File: src/rtl/bit40_div.sv
// rtl/bit40_div.sv - iterative restoring divider, (QW+DW)-bit dividend by DW-bit divisor
// One quotient bit per clock; start/done handshake with divide-by-zero and overflow flags.
module bit40_div #(
  parameter int QW = 32,
  parameter int DW = 8
) (
  input  logic             clk,
  input  logic             rst_n,
  input  logic             start,
  input  logic [QW+DW-1:0] dividend,
  input  logic [DW-1:0]    divisor,
  output logic             ready,
  output logic             done,
  output logic [QW-1:0]    quotient,
  output logic [DW-1:0]    remainder,
  output logic             div_zero,
  output logic             ovf
);

  localparam int CW = $clog2(QW) + 1;

  typedef enum logic [1:0] {IDLE = 2'd0, RUN = 2'd1, DONE = 2'd2} state_t;

  state_t         state, stateNext;
  logic [DW-1:0]  remReg, divisorReg;
  logic [QW-1:0]  shiftReg;
  logic [CW-1:0]  count;

  logic [DW:0]    partial, diff;
  logic           qBit;
  logic [DW-1:0]  remNext;
  logic           lastIter, accept, isZero, isOvf;

  // shiftReg feeds dividend bits out of its MSB while quotient bits enter at the LSB,
  // so after QW iterations it holds the full quotient.
  always_comb begin
    partial  = {remReg, shiftReg[QW-1]};
    diff     = partial - {1'b0, divisorReg};
    qBit     = (partial >= {1'b0, divisorReg});
    remNext  = qBit ? diff[DW-1:0] : partial[DW-1:0];
    lastIter = (count == CW'(QW-1));
    accept   = (state == IDLE) && start;
    isZero   = (divisor == '0);
    isOvf    = (dividend[QW+DW-1:QW] >= divisor);
  end

  always_comb begin
    stateNext = state;
    case (state)
      IDLE: if (start) stateNext = (isZero || isOvf) ? DONE : RUN;
      RUN:  if (lastIter) stateNext = DONE;
      DONE: stateNext = IDLE;
      default: stateNext = IDLE;
    endcase
  end

  assign ready = (state == IDLE);
  assign done  = (state == DONE);

  always_ff @(posedge clk or negedge rst_n) begin
    if (!rst_n) state <= IDLE;
    else        state <= stateNext;
  end

  always_ff @(posedge clk or negedge rst_n) begin
    if (!rst_n) begin
      remReg     <= '0;
      divisorReg <= '0;
      shiftReg   <= '0;
      count      <= '0;
      quotient   <= '0;
      remainder  <= '0;
      div_zero   <= 1'b0;
      ovf        <= 1'b0;
    end else if (accept) begin
      divisorReg <= divisor;
      remReg     <= dividend[QW+DW-1:QW];
      shiftReg   <= dividend[QW-1:0];
      count      <= '0;
      div_zero   <= 1'b0;
      ovf        <= 1'b0;
      if (isZero) begin
        div_zero  <= 1'b1;
        quotient  <= '0;
        remainder <= '0;
      end else if (isOvf) begin
        ovf       <= 1'b1;
        quotient  <= '0;
        remainder <= '0;
      end
    end else if (state == RUN) begin
      remReg   <= remNext;
      shiftReg <= {shiftReg[QW-2:0], qBit};
      count    <= count + CW'(1);
      if (lastIter) begin
        quotient  <= {shiftReg[QW-2:0], qBit};
        remainder <= remNext;
      end
    end
  end

endmodule

File: config.mk
export PLATFORM = sky130hd
export DESIGN_NAME = bit40_div
export DESIGN_NICKNAME = d
export VERILOG_FILES = /design/src/rtl/bit40_div.sv
export SDC_FILE = /design/constraint.sdc
export NUM_CORES = 1
export LEC_CHECK = 0
export CORE_MARGIN = 4
export CORE_UTILIZATION = 56
export CTS_BUF_LIST = sky130_fd_sc_hd__clkbuf_16
export DETAILED_ROUTE_END_ITERATION = 8
export PLACE_DENSITY = 0.9
export SLEW_MARGIN = 0
export SYNTH_ARGS = -nofsm -noshare
export SYNTH_HDL_FRONTEND = slang
export SYNTH_SLANG_ARGS = --single-unit
File: constraint.sdc
create_clock -name clk -period 5.6 [get_ports clk]
set_input_delay 1.12 -clock clk [delete_from_list [all_inputs] [get_ports clk]]
set_output_delay 1.12 -clock clk [all_outputs]
set_load 0.01 [all_outputs]
==> results of run 1 <==
==> flip-flops by register name (all words and copies together) (netlist names) <==
name	count
quotient	32
ovf	1
shiftReg	32
div_zero	1
remReg	8
state	2
divisorReg	8
remainder	8
count	6
==> routing by layer <==
layer  GRT usage  up-vias  part of all wire  wire [microns]
met5           0        -                 0               0
met4      0.0995        0             0.025             298
met3      0.0382       27             0.064             760
met2       0.403      185              0.50            6020
met1       0.327     2007              0.41            4840
li1            -     1973                 -               -
==> power groups by stage <==
stage               combinational (uW)  clock, uW  sequential (uW)
floorplan                         1110          0             1240
global placement                  1590          0             1230
detailed placement                1660          0             1250
CTS                               1690        614             1240
global route                      1890        646             1290
finish                            1690        608             1250
==> synth_stat cells (3+ instances only) <==
cell type	count
mux2_2	4
nor2b_1	4
nand2_1	148
o21ai_0	56
buf_6	3
nor3_1	9
a22oi_1	7
nand3_1	5
a21o_1	4
and2_1	3
nand2b_1	4
a21oi_1	5
buf_1	4
a31oi_1	33
dfrtp_1	98
clkbuf_1	26
a221o_1	8
and3_1	4
ha_1	17
nor2_1	39
inv_1	24
xnor2_1	4
==> worst max path at each step <==
stage,startpoint,end,slack (ps),cells past startpoint
finish,divisor[2],remainder[6],1960,10
global route,divisor[2],remainder[6],1790,10
CTS,divisor[2],remainder[6],1970,10
detailed placement,divisor[2],remainder[1],1620,10
global placement,divisor[2],remainder[6],1760,10
floorplan,divisor[7],remainder[0],2860,9
==> worst min-delay path: stages, from the launching register on <==
cell and delay, ps:
dfrtp_1 340, nand2_1 40, o21ai_0 60
==> layout make-up <==
| cell class | instances | area, sq um | share of cell area |
|---|---|---|---|
| sequential | 98 | 2450 | 0.408 |
| inverter | 24 | 90.1 | 0.0150 |
| multi-input combinational | 380 | 2060 | 0.343 |
| timing repair buffer | 99 | 976 | 0.162 |
| clock inverter | 7 | 72.6 | 0.0121 |
| tap | 105 | 131 | 0.0219 |
| clock buffer | 9 | 225 | 0.0375 |
==> cell families (layout without fill, tap and decap cells) <==
logic type | after synthesis | count (layout)
XOR/XNOR | 5 | 5
AO/OA/AOI/OAI | 128 | 128
adder cells (fa/ha/maj) | 18 | 18
buffers and inverters | 59 | 139
multiplexers | 6 | 6
flip-flops | 98 | 98
AND/OR/NAND/NOR | 223 | 223
==> metrics by stage <==
step / util / total power (uW) / worst slack [ps]
4_1_cts: 0.731 / 3540 / 1970
6_report: 0.731 / 3550 / 1960
5_1_grt: 0.731 / 3830 / 1790
3_5_place_dp: 0.695 / 2920 / 1620
3_3_place_gp: 0.695 / 2820 / 1760
2_1_floorplan: - / 2350 / 2860
==> results.json, run 1 <==
{
  "seq_area_frac_synth": 0.516,
  "ys_ff_latch": 98,
  "relSlewSlack": 0.367,
  "status": "completed",
  "post-dp-hpwl_microns": 8150,
  "cap_violations": 0,
  "critical_path.slowest_cell": "a32o_2",
  "synth.area.top_cells": "dfrtp_1 (52%), nand2_1 (12%), o21ai_0 (5.9%), ha_1 (4.5%), a31oi_1 (4.3%)",
  "synth_area_sq_mm": 0.00475,
  "start_util": 0.578,
  "max_freq_mhz": 275,
  "regToRegSetupSlack_ps": 2620,
  "critPathLaunchType": "primary input",
  "dp.cells": 706,
  "p_int_uw": 2080,
  "finalHoldViolCount": 0,
  "numPortBuffers": 94,
  "grt_pass1_vias": 4064,
  "first_iter_violations": 347,
  "r2r-start": "count[0]",
  "hold_path_class": "reg -> reg",
  "synth_edf_count": 0,
  "grt_start_max_net_pins": 99,
  "holdPathEnd": "quotient[6]",
  "vias_per_cell": 5.81,
  "rsz0062_at_grt": "false",
  "fin_nets": 681,
  "synthMuxAreaShare": 0.0137,
  "p_sw_frac": 0.415,
  "grt_use_total": 0.245,
  "worst_ep_arrival_time_ps": 3920,
  "synth_compound_area_frac": 0.169,
  "synth_flop_cell": "dfrtp_1",
  "cts_tree": "yes",
  "synthSimpleGateAreaFrac": 0.191,
  "final.setup.tns_ps": 0,
  "fin_area_sq_mm": 0.00601,
  "post_cts_buffers": 0,
  "firstDrtPassIters": 5,
  "min_period_over_period": 0.650,
  "finalCriticalPeriod_ps": 3640,
  "vias": 4192,
  "clk_pin_slew_worst_paths_ps": 70,
  "peakVddDrop_v": 0.000464,
  "fin_skew_ps": 9.77,
  "place.gp.congestion": 0.844,
  "report.final.slew_viol_count": 0,
  "core_area_sq_mm": 0.00822,
  "root_buffer": "clkbuf_16",
  "worstHoldStart": "quotient[6]",
  "p_switching_uw": 1470,
  "synth_top_family_by_area": "simple AND/OR/NAND/NOR gates",
  "drive_gt1_frac": 0.0486,
  "ys_types": 42,
  "p_leak_uw": 0.00280,
  "synth_cells": 537,
  "clock_latency_ps": 340,
  "tritoncts.num_buffers": 9,
  "final_cell_mix": "nand2_1 (147), dfrtp_1 (98), clkdlybuf4s50_1 (93)",
  "timing.rr.end": "remainder[6]",
  "wl_per_cell_microns": 16.5,
  "final_antenna_net_count": 0,
  "synthAdderAreaFrac": 0.0490,
  "cts.sinks": 98,
  "syn_to_final_growth_pct": 26.4,
  "worst_pin_slew_ps": 950,
  "power_density_mw_per_mm2": 591,
  "boundaryPins": 95,
  "critPathTopFamily": "compound AO/OA/AOI/OAI gates",
  "n_fill_cell": 584,
  "rows": 33,
  "die_x_microns": 100,
  "synth_top_area_cell": "dfrtp_1",
  "drt_wl_total_microns": 11900,
  "layout_commonest_cell": "nand2_1",
  "antenna_found_initial": 0,
  "crit_buf_inv": 3,
  "drc": 0,
  "rr_worst_depth": 8,
  "max_stage_delay_ps": 590,
  "async_reset_ff_frac": 1.00,
  "postCtsHoldBufs": 0,
  "die-area_sq_mm": 0.0100,
  "gr-total-overflow": 0,
  "synthXorXnorAreaFrac": 0.00921,
  "combPwrFrac": 0.477,
  "syn-num-nets": 606,
  "die_h_microns": 100,
  "dpl_cell_area_sq_mm": 0.00571,
  "setup_viol": 0,
  "cts-htree-levels": 3,
  "seq_power_share": 0.352,
  "antenna_cells": 0,
  "fin_cells": 722,
  "clkPwrFrac": 0.171,
  "whs_path_depth": 2,
  "cts_resized": 0,
  "crit_type": "in -> reg",
  "cp-end-kind": "flip-flop",
  "yosys_warnings": 0,
  "grt_first_pass_wirelength_microns": 19600,
  "hold_slack_ps": 480,
  "crit_fanout": 41,
  "synth_top_area_frac": 0.516,
  "path_cells": "clkdlybuf4s50_1, inv_1, ha_1, a21o_1, a31oi_1, o21a_1, a32o_2, buf_4, and2_0, a221o_1",
  "worstPathRequired_ps": 5880,
  "cts_buffer_depth": 2,
  "syn_area_per_cell_sq_um": 8.85
}
No activity file was read; power rests on OpenSTA's default activity.
==> inputs of run 2 (changes only) <==
- CORE_UTILIZATION: 56 -> 52
- PLACE_DENSITY: 0.9 -> 0.84
- clock period: 5.6 -> 3.8 ns (I/O delays scaled with it)
==> run 2 against run 1 <==
Design area is 0.46% higher. Flip-flop and latch count stayed put. Global-route usage is 2.2 points lower. Routed wire length is 0.60% higher. Power is 48% higher. Via count is 0.48% higher. Clock-buffer cell count stayed put. Cell count is 0.69% higher. Critical path type unchanged.
==> results.json, run 2 (synthesized netlist as in run 1, its figures left out) <==
{
  "status": "completed",
  "core_area_sq_mm": 0.00881,
  "gr-total-overflow": 0,
  "p_leak_uw": 0.00282,
  "finalHoldViolCount": 0,
  "drc": 0,
  "power_density_mw_per_mm2": 872,
  "fin_cells": 727,
  "postCtsHoldBufs": 0,
  "grt_start_max_net_pins": 98,
  "firstDrtPassIters": 5,
  "layout_commonest_cell": "nand2_1",
  "final_antenna_net_count": 0,
  "final.setup.tns_ps": 0,
  "cts_resized": 0,
  "timing.rr.end": "remReg[2]",
  "final_cell_mix": "nand2_1 (147), dfrtp_1 (98), clkdlybuf4s50_1 (93)",
  "largest_registers": "quotient x32, shiftReg x32",
  "cts-htree-levels": 3,
  "post_cts_buffers": 0,
  "crit_fanout": 63,
  "worstPathRequired_ps": 3990,
  "relSlewSlack": 0.408,
  "cts.sinks": 98,
  "min_period_over_period": 0.802,
  "die_h_microns": 104,
  "grt_pass1_vias": 4057,
  "dp.cells": 711,
  "tritoncts.num_buffers": 9,
  "cp-end-kind": "flip-flop",
  "cap_violations": 0,
  "regToRegSetupSlack_ps": 1130,
  "crit_type": "in -> reg",
  "syn_to_final_growth_pct": 27.0,
  "place.gp.congestion": 0.897,
  "clk_pin_slew_worst_paths_ps": 80,
  "wl_per_cell_microns": 16.5,
  "r2r-start": "remReg[2]",
  "numPortBuffers": 94,
  "vias": 4212,
  "power_uw": 5260,
  "fin_nets": 683,
  "rr_worst_depth": 7,
  "vias_per_cell": 5.79,
  "post-dp-hpwl_microns": 8270,
  "worst_slack_ps": 752,
  "rows": 34,
  "critPathLaunchType": "primary input",
  "setup_viol": 0,
  "final_core_util": 0.685,
  "start_util": 0.540,
  "n_fill_cell": 686,
  "hold_path_class": "in -> async",
  "grt_first_pass_wirelength_microns": 19900,
  "rsz0062_at_grt": "false",
  "worst_pin_slew_ps": 888,
  "die_x_microns": 104,
  "drt_wl_total_microns": 12000,
  "endpoint": "quotient[11]",
  "clock_latency_ps": 340,
  "report.final.slew_viol_count": 0,
  "grt_use_total": 0.223,
  "fin_skew_ps": 9.48,
  "boundaryPins": 95,
  "antenna_found_initial": 0,
  "peakVddDrop_v": 0.000765,
  "root_buffer": "clkbuf_16",
  "first_iter_violations": 275,
  "antenna_cells": 0,
  "post-place-ws_ps": 427,
  "crit_path_start": "divisor[2]",
  "drive_gt1_frac": 0.0517,
  "finalCriticalPeriod_ps": 3050,
  "max_freq_mhz": 328,
  "die-area_sq_mm": 0.0107,
  "cts_buffer_depth": 2,
  "cts_tree": "yes",
  "worst_ep_arrival_time_ps": 3230
}
==> run 2: power by group <==
part	internal [uW]	switching (uW)
sequential	1500	337
clock	469	440
combinational	1100	1420
==> run 2: layout make-up <==
type / count / area, sq um / area share
clock buffers: 9 / 225 / 0.0373
clock inverters: 7 / 81.3 / 0.0135
inverters: 24 / 90.1 / 0.0149
multi-input cells: 380 / 2060 / 0.341
flip-flops and latches: 98 / 2450 / 0.406
well taps: 108 / 135 / 0.0224
repair buffers: 101 / 991 / 0.164
==> run 2: worst min path at each step <==
stage               cells past startpoint        start             to  slack (ps)
floorplan                               1     count[5]       count[5]         450
global placement                        2  quotient[4]    quotient[4]         460
detailed placement                      2  quotient[6]    quotient[6]         470
CTS                                     1        rst_n  divisorReg[4]         420
global route                            1        rst_n  divisorReg[4]         430
finish                                  1        rst_n  divisorReg[4]         390
==> run 2: critical path, cell delays in order <==
cell,delay (ps)
clkdlybuf4s50_1,510
inv_1,60
ha_1,280
a21o_1,180
a31oi_1,170
o21a_1,200
a32o_2,320
buf_4,490
o21ai_0,240
==> run 2: per-stage QoR <==
step | hold slack, ps | instance area, sq um
after floorplan | 446 | 4750
after global placement | 461 | 5730
after detailed placement | 471 | 5730
after CTS | 417 | 6040
after global routing | 432 | 6040
final | 389 | 6040
==> run 2: per-layer routing <==
layer | vias to the layer above | routed length [microns] | GRT usage | part of all wire
li1 | 1974 | - | - | -
met1 | 2013 | 5070 | 0.289 | 0.42
met2 | 190 | 5900 | 0.374 | 0.49
met3 | 35 | 727 | 0.0392 | 0.061
met4 | 0 | 297 | 0.0902 | 0.025
met5 | - | 0 | 0 | 0
==> RTL edit 1, RTL diff (config.mk and constraints of run 2) <==
`DW`: 8 -> 6.
--- a/src/rtl/bit40_div.sv
+++ b/src/rtl/bit40_div.sv
@@ -2,7 +2,7 @@
 // One quotient bit per clock; start/done handshake with divide-by-zero and overflow flags.
 module bit40_div #(
   parameter int QW = 32,
-  parameter int DW = 8
+  parameter int DW = 6
 ) (
   input  logic             clk,
   input  logic             rst_n,
Interface: changed (resized dividend, divisor and remainder); port bits go from 95 to 89. No check against the original RTL was run, so the function may have changed too.
==> RTL edit 1 against run 2 <==
- sequential cell count decreased by 6
- worst setup slack improved by 0.13 ns
- routed wire length decreased by 6.9%
- design area decreased by 7.2%
- fmax increased by 4.5%
- area after synthesis decreased by 8.7%
- via count decreased by 10%
- worst hold slack improved by 0.016 ns
- power decreased by 23%
- count of clock-buffer cells in the layout unchanged
- largest power group unchanged
==> RTL edit 1: results (changes against run 2) <==
<table>
<tr><th>Metric</th><th>Value</th></tr>
<tr><th colspan="2">Worst setup path</th></tr>
<tr><td>Worst-path cell with the longest stage delay</td><td>a2bb2oi_2</td></tr>
<tr><td>Flop2flop setup slack</td><td>1.35 ns (+0.22 ns)</td></tr>
<tr><td>Startpoint of the worst-slack reg-to-reg timing path</td><td>count[0]</td></tr>
<tr><td>Launch point of the worst path</td><td>dividend[32]</td></tr>
<tr><td>Arrival time at the worst endpoint</td><td>3.13 ns (-0.10 ns)</td></tr>
<tr><th colspan="2">Yosys</th></tr>
<tr><td>Xor-xnor portion of the synthesized cell area</td><td>0.00808 (-0.00114)</td></tr>
<tr><td>Sequential area share after synthesis</td><td>0.531 (+0.0148)</td></tr>
<tr><td>Synthesized-area fraction occupied by adder cells</td><td>0.0421 (-0.00685)</td></tr>
<tr><td>Net count of the mapped netlist</td><td>546 (-9.9%)</td></tr>
<tr><td>Mux contribution to synthesized area</td><td>0.0104 (-0.00330)</td></tr>
<tr><td>Number of library cell types mapped by synthesis</td><td>43 (+2.4%)</td></tr>
<tr><td>Synthesized-area fraction occupied by ao, oa, aoi and oai cells</td><td>0.163 (-0.00603)</td></tr>
<tr><th colspan="2">Global route</th></tr>
<tr><td>Largest net degree at the start of global routing</td><td>99 (+1.0%)</td></tr>
<tr><td>Vias in the first global route</td><td>3,842 (-5.3%)</td></tr>
<tr><td>Global-route wire length before repair</td><td>18.9 mm (-4.9%)</td></tr>
<tr><td>Total track usage</td><td>0.240 (+0.0161)</td></tr>
<tr><td>Initial antenna violation count</td><td>0 (unchanged)</td></tr>
<tr><td>Met3 global-route usage</td><td>0.0470 (+0.00781)</td></tr>
<tr><td>M1 GR Usage</td><td>0.315 (+0.0261)</td></tr>
<tr><th colspan="2">Timing</th></tr>
<tr><td>Worst slew margin relative to its limit</td><td>0.391 (-0.0171)</td></tr>
<tr><td>Final Skew</td><td>0.0102 ns (+0.000748 ns)</td></tr>
<tr><th colspan="2">Final layout</th></tr>
<tr><td>Number of nets in the layout</td><td>622 (-8.9%)</td></tr>
<tr><td>Layout cells sized above 1</td><td>0.0654 (+0.0137)</td></tr>
<tr><td>Antenna cells</td><td>0 (unchanged)</td></tr>
<tr><th colspan="2">Power</th></tr>
<tr><td>Internal power</td><td>0.00244 W (-21%)</td></tr>
<tr><td>IR Drop Worst-Case VDD</td><td>0.637 mV (-17%)</td></tr>
<tr><th colspan="2">Route</th></tr>
<tr><td>Iter 0 DRT Violations</td><td>354 (+29%)</td></tr>
<tr><td>WL final</td><td>11.2 mm (-6.9%)</td></tr>
<tr><td>Ratio of routed vias to standard cells</td><td>5.65 (-2.5%)</td></tr>
<tr><th colspan="2">Placed design</th></tr>
<tr><td>Number of buffers added on ports</td><td>88 (-6.4%)</td></tr>
<tr><td>Detailed placement HPWL</td><td>7.45 mm (-9.9%)</td></tr>
<tr><th colspan="2">Run status</th></tr>
<tr><td>Result of the run</td><td>completed</td></tr>
</table>
RTL edit 1: logic make-up (layout without fill, tap and decap cells):
family	Yosys count	after routing
flip-flops	92	92
AND/OR/NAND/NOR	170	170
adder cells (fa/ha/maj)	14	14
multiplexers	4	4
buffers and inverters	84	165
XOR/XNOR	4	4
AO/OA/AOI/OAI	117	117
RTL edit 1: worst register-to-register path, stage by stage (launching register included):
cell and delay (ns):
dfrtp_1 0.43, ha_1 0.23, nand3_1 0.14, nor3b_2 0.28, nand2_1 0.27, a2bb2oi_2 0.54
buf_4 0.31, o21ai_0 0.13
RTL edit 1: layout make-up:
class | instances | area (um^2)
timing repair buffer | 97 | 946
inverter | 52 | 195
sequential | 92 | 2300
multi-input combinational | 309 | 1710
clock inverter | 7 | 90.1
tap | 105 | 131
fill | 637 | 2570
clock buffer | 9 | 225
RTL edit 1: through the flow:
stage          instance area, um^2  setup WS, ns  instances   util  hold slack [ns]
2_1_floorplan                 4340          1.51        485      -            0.452
3_3_place_gp                  5290         0.655        655  0.647            0.478
3_5_place_dp                  5290         0.560        655  0.647            0.474
4_1_cts                       5600         0.906        671  0.685            0.422
5_1_grt                       5600         0.665        671  0.685            0.444
6_report                      5600         0.883        671  0.685            0.405
RTL edit 1: path summary, 6_finish.rpt:
kind / end / depth (start not counted)
max in group asynchronous: shiftReg[26] / 2
worst max register to register: quotient[16] / 7
worst min register to register: div_zero / 2
worst min-delay path: quotient[4] / 1
min in group clk: div_zero / 2
worst max-delay path: quotient[16] / 10
RTL edit 1: power by group through the flow:
| stage | sequential [W] | combinational [W] | clock, W |
|---|---|---|---|
| 4_1_cts | 0.00148 | 0.00162 | 0.000953 |
| 2_1_floorplan | 0.00143 | 0.00123 | 0 |
| 5_1_grt | 0.00152 | 0.00183 | 0.000994 |
| 3_3_place_gp | 0.00147 | 0.00152 | 0 |
| 3_5_place_dp | 0.00149 | 0.00159 | 0 |
| 6_report | 0.00149 | 0.00163 | 0.000945 |
RTL edit 1: metal layers:
| layer | vias up | share of wire |
|---|---|---|
| met5 | - | 0 |
| met4 | 0 | 0.019 |
| met3 | 20 | 0.058 |
| met2 | 144 | 0.50 |
| met1 | 1852 | 0.42 |
| li1 | 1775 | - |
==> RTL edit 2, RTL diff (config.mk and constraints of run 2) <==
Made on the original files. Register the output `ovf` once more; this adds one clock of latency there. The other outputs are not delayed to match.
--- a/src/rtl/bit40_div.sv
+++ b/src/rtl/bit40_div.sv
@@ -20,6 +20,8 @@
   localparam int CW = $clog2(QW) + 1;
 
   typedef enum logic [1:0] {IDLE = 2'd0, RUN = 2'd1, DONE = 2'd2} state_t;
+
+  logic ovf_s0;
 
   state_t         state, stateNext;
   logic [DW-1:0]  remReg, divisorReg;
@@ -71,20 +73,20 @@
       quotient   <= '0;
       remainder  <= '0;
       div_zero   <= 1'b0;
-      ovf        <= 1'b0;
+      ovf_s0     <= 1'b0;
     end else if (accept) begin
       divisorReg <= divisor;
       remReg     <= dividend[QW+DW-1:QW];
       shiftReg   <= dividend[QW-1:0];
       count      <= '0;
       div_zero   <= 1'b0;
-      ovf        <= 1'b0;
+      ovf_s0     <= 1'b0;
       if (isZero) begin
         div_zero  <= 1'b1;
         quotient  <= '0;
         remainder <= '0;
       end else if (isOvf) begin
-        ovf       <= 1'b1;
+        ovf_s0    <= 1'b1;
         quotient  <= '0;
         remainder <= '0;
       end
@@ -99,5 +101,9 @@
     end
   end
 
+  always_ff @(posedge clk) begin
+    ovf <= ovf_s0;
+  end
+
 endmodule
 
Function: changed (Yosys sat finds a counterexample within 4 cycles, from zero or initial values and one cycle with rst_n low).
==> RTL edit 2 against run 2 <==
- synthesized cell count rose by 0.19%
- design area grew 0.39%
- power rose by 0.45%
- routed wire length decreased by 0.98%
- area after synthesis rose by 0.42%
- sequential share of layout area up 0.17 points
- sequential cell count rose by 1
- critical endpoint is now quotient[5]
- worst setup slack gained 0.21 ns
- largest power group unchanged
==> RTL edit 2: results (changes against run 2) <==
<table>
<tr><th>Metric</th><th>Value</th></tr>
<tr><th colspan="2">Yosys</th></tr>
<tr><td>Net count of the mapped netlist</td><td>607 (+0.17%)</td></tr>
<tr><td>Synthesized-area fraction occupied by ao, oa, aoi and oai cells</td><td>0.168 (-0.000709)</td></tr>
<tr><td>Number of library cell types mapped by synthesis</td><td>43 (+2.4%)</td></tr>
<tr><td>Synthesized-area fraction occupied by adder cells</td><td>0.0488 (-0.000205)</td></tr>
<tr><td>Sequential area share after synthesis</td><td>0.518 (+0.00203)</td></tr>
<tr><td>Post-synthesis async set-or-reset flop share</td><td>0.990 (-0.0101)</td></tr>
<tr><td>Mux contribution to synthesized area</td><td>0.0136 (-0.0000574)</td></tr>
<tr><th colspan="2">Worst setup path</th></tr>
<tr><td>Largest fanout of any net on the critical path</td><td>41 (-35%)</td></tr>
<tr><td>Arrival time at the worst endpoint</td><td>3.04 ns (-0.19 ns)</td></tr>
<tr><th colspan="2">Final layout</th></tr>
<tr><td>Number of nets in the layout</td><td>685 (+0.29%)</td></tr>
<tr><td>Footprint of the flip-flops and latches</td><td>2470 um^2 (+0.82%)</td></tr>
<tr><td>Layout filler cell count</td><td>653 (-4.8%)</td></tr>
<tr><th colspan="2">Timing</th></tr>
<tr><td>Slew of the pin with the lowest slew margin</td><td>0.886 ns (-0.00206 ns)</td></tr>
<tr><td>Final Skew</td><td>0.00751 ns (-0.00196 ns)</td></tr>
<tr><th colspan="2">Global route</th></tr>
<tr><td>Met3 global-route usage</td><td>0.0323 (-0.00684)</td></tr>
<tr><td>GR Layer Usage met2</td><td>0.377 (+0.00267)</td></tr>
<tr><td>Global-route wire length before repair</td><td>20.0 mm (+0.66%)</td></tr>
<tr><td>M1 GR Usage</td><td>0.299 (+0.00970)</td></tr>
<tr><td>Total track usage</td><td>0.222 (-0.00144)</td></tr>
<tr><th colspan="2">Run status</th></tr>
<tr><td>Result of the run</td><td>completed</td></tr>
<tr><th colspan="2">Route</th></tr>
<tr><td>Iter 0 DRT Violations</td><td>260 (-5.5%)</td></tr>
<tr><td>WL final</td><td>11.9 mm (-0.98%)</td></tr>
<tr><td>Ratio of routed vias to standard cells</td><td>5.74 (-0.89%)</td></tr>
<tr><th colspan="2">Placed design</th></tr>
<tr><td>RD Place Congestion</td><td>0.885 (-1.3%)</td></tr>
<tr><td>Detailed placement HPWL</td><td>8.12 mm (-1.9%)</td></tr>
<tr><th colspan="2">Power</th></tr>
<tr><td>IR Drop Worst-Case VDD</td><td>0.546 mV (-29%)</td></tr>
<tr><th colspan="2">Worst hold path</th></tr>
<tr><td>Hold crit path type</td><td>register to register</td></tr>
</table>
RTL edit 2: stage by stage:
step                total power, W  hold slack [ns]  instances
floorplan                  0.00348            0.348        538
global placement           0.00421            0.392        713
detailed placement         0.00432            0.378        713
CTS                        0.00527            0.418        729
global route               0.00568            0.427        729
finish                     0.00529            0.424        729
RTL edit 2: worst reg2reg max path: cells and delay by family, from the launching register on:
family          cells  cell delay (ns)
simple gates        2             0.37
flops               1             0.43
fa+ha+maj           1             0.38
compound gates      4             1.42
RTL edit 2: routing by layer:
metal  vias up  share of wire
met5         -              0
met4         0          0.013
met3        13          0.060
met2       178           0.50
met1      2016           0.42
li1       1979              -
RTL edit 2: report_power, final:
part	leakage, nW	switching [W]	internal, W
clock network	0.145	0.000405	0.000516
logic	1.46	0.00141	0.00110
registers	1.22	0.000332	0.00152
RTL edit 2: final cells by class:
cell class	instances	area share
Clock inverter	7	0.0128
Multi-Input combinational cell	380	0.340
Tap cell	108	0.0223
Timing Repair Buffer	102	0.165
Clock buffer	9	0.0372
Inverter	24	0.0149
Sequential cell	99	0.408
RTL edit 2: final timing paths:
path	slack [ns]	cells past startpoint	start	endpoint
max	0.96	9	divisor[2]	quotient[5]
max in group asynchronous	2.55	2	rst_n	shiftReg[27]
min in group asynchronous	0.46	1	rst_n	divisorReg[2]
min reg2reg	0.42	0	ovf_s0	ovf
max reg2reg	1.08	7	remReg[2]	remainder[1]
min	0.42	0	ovf_s0	ovf
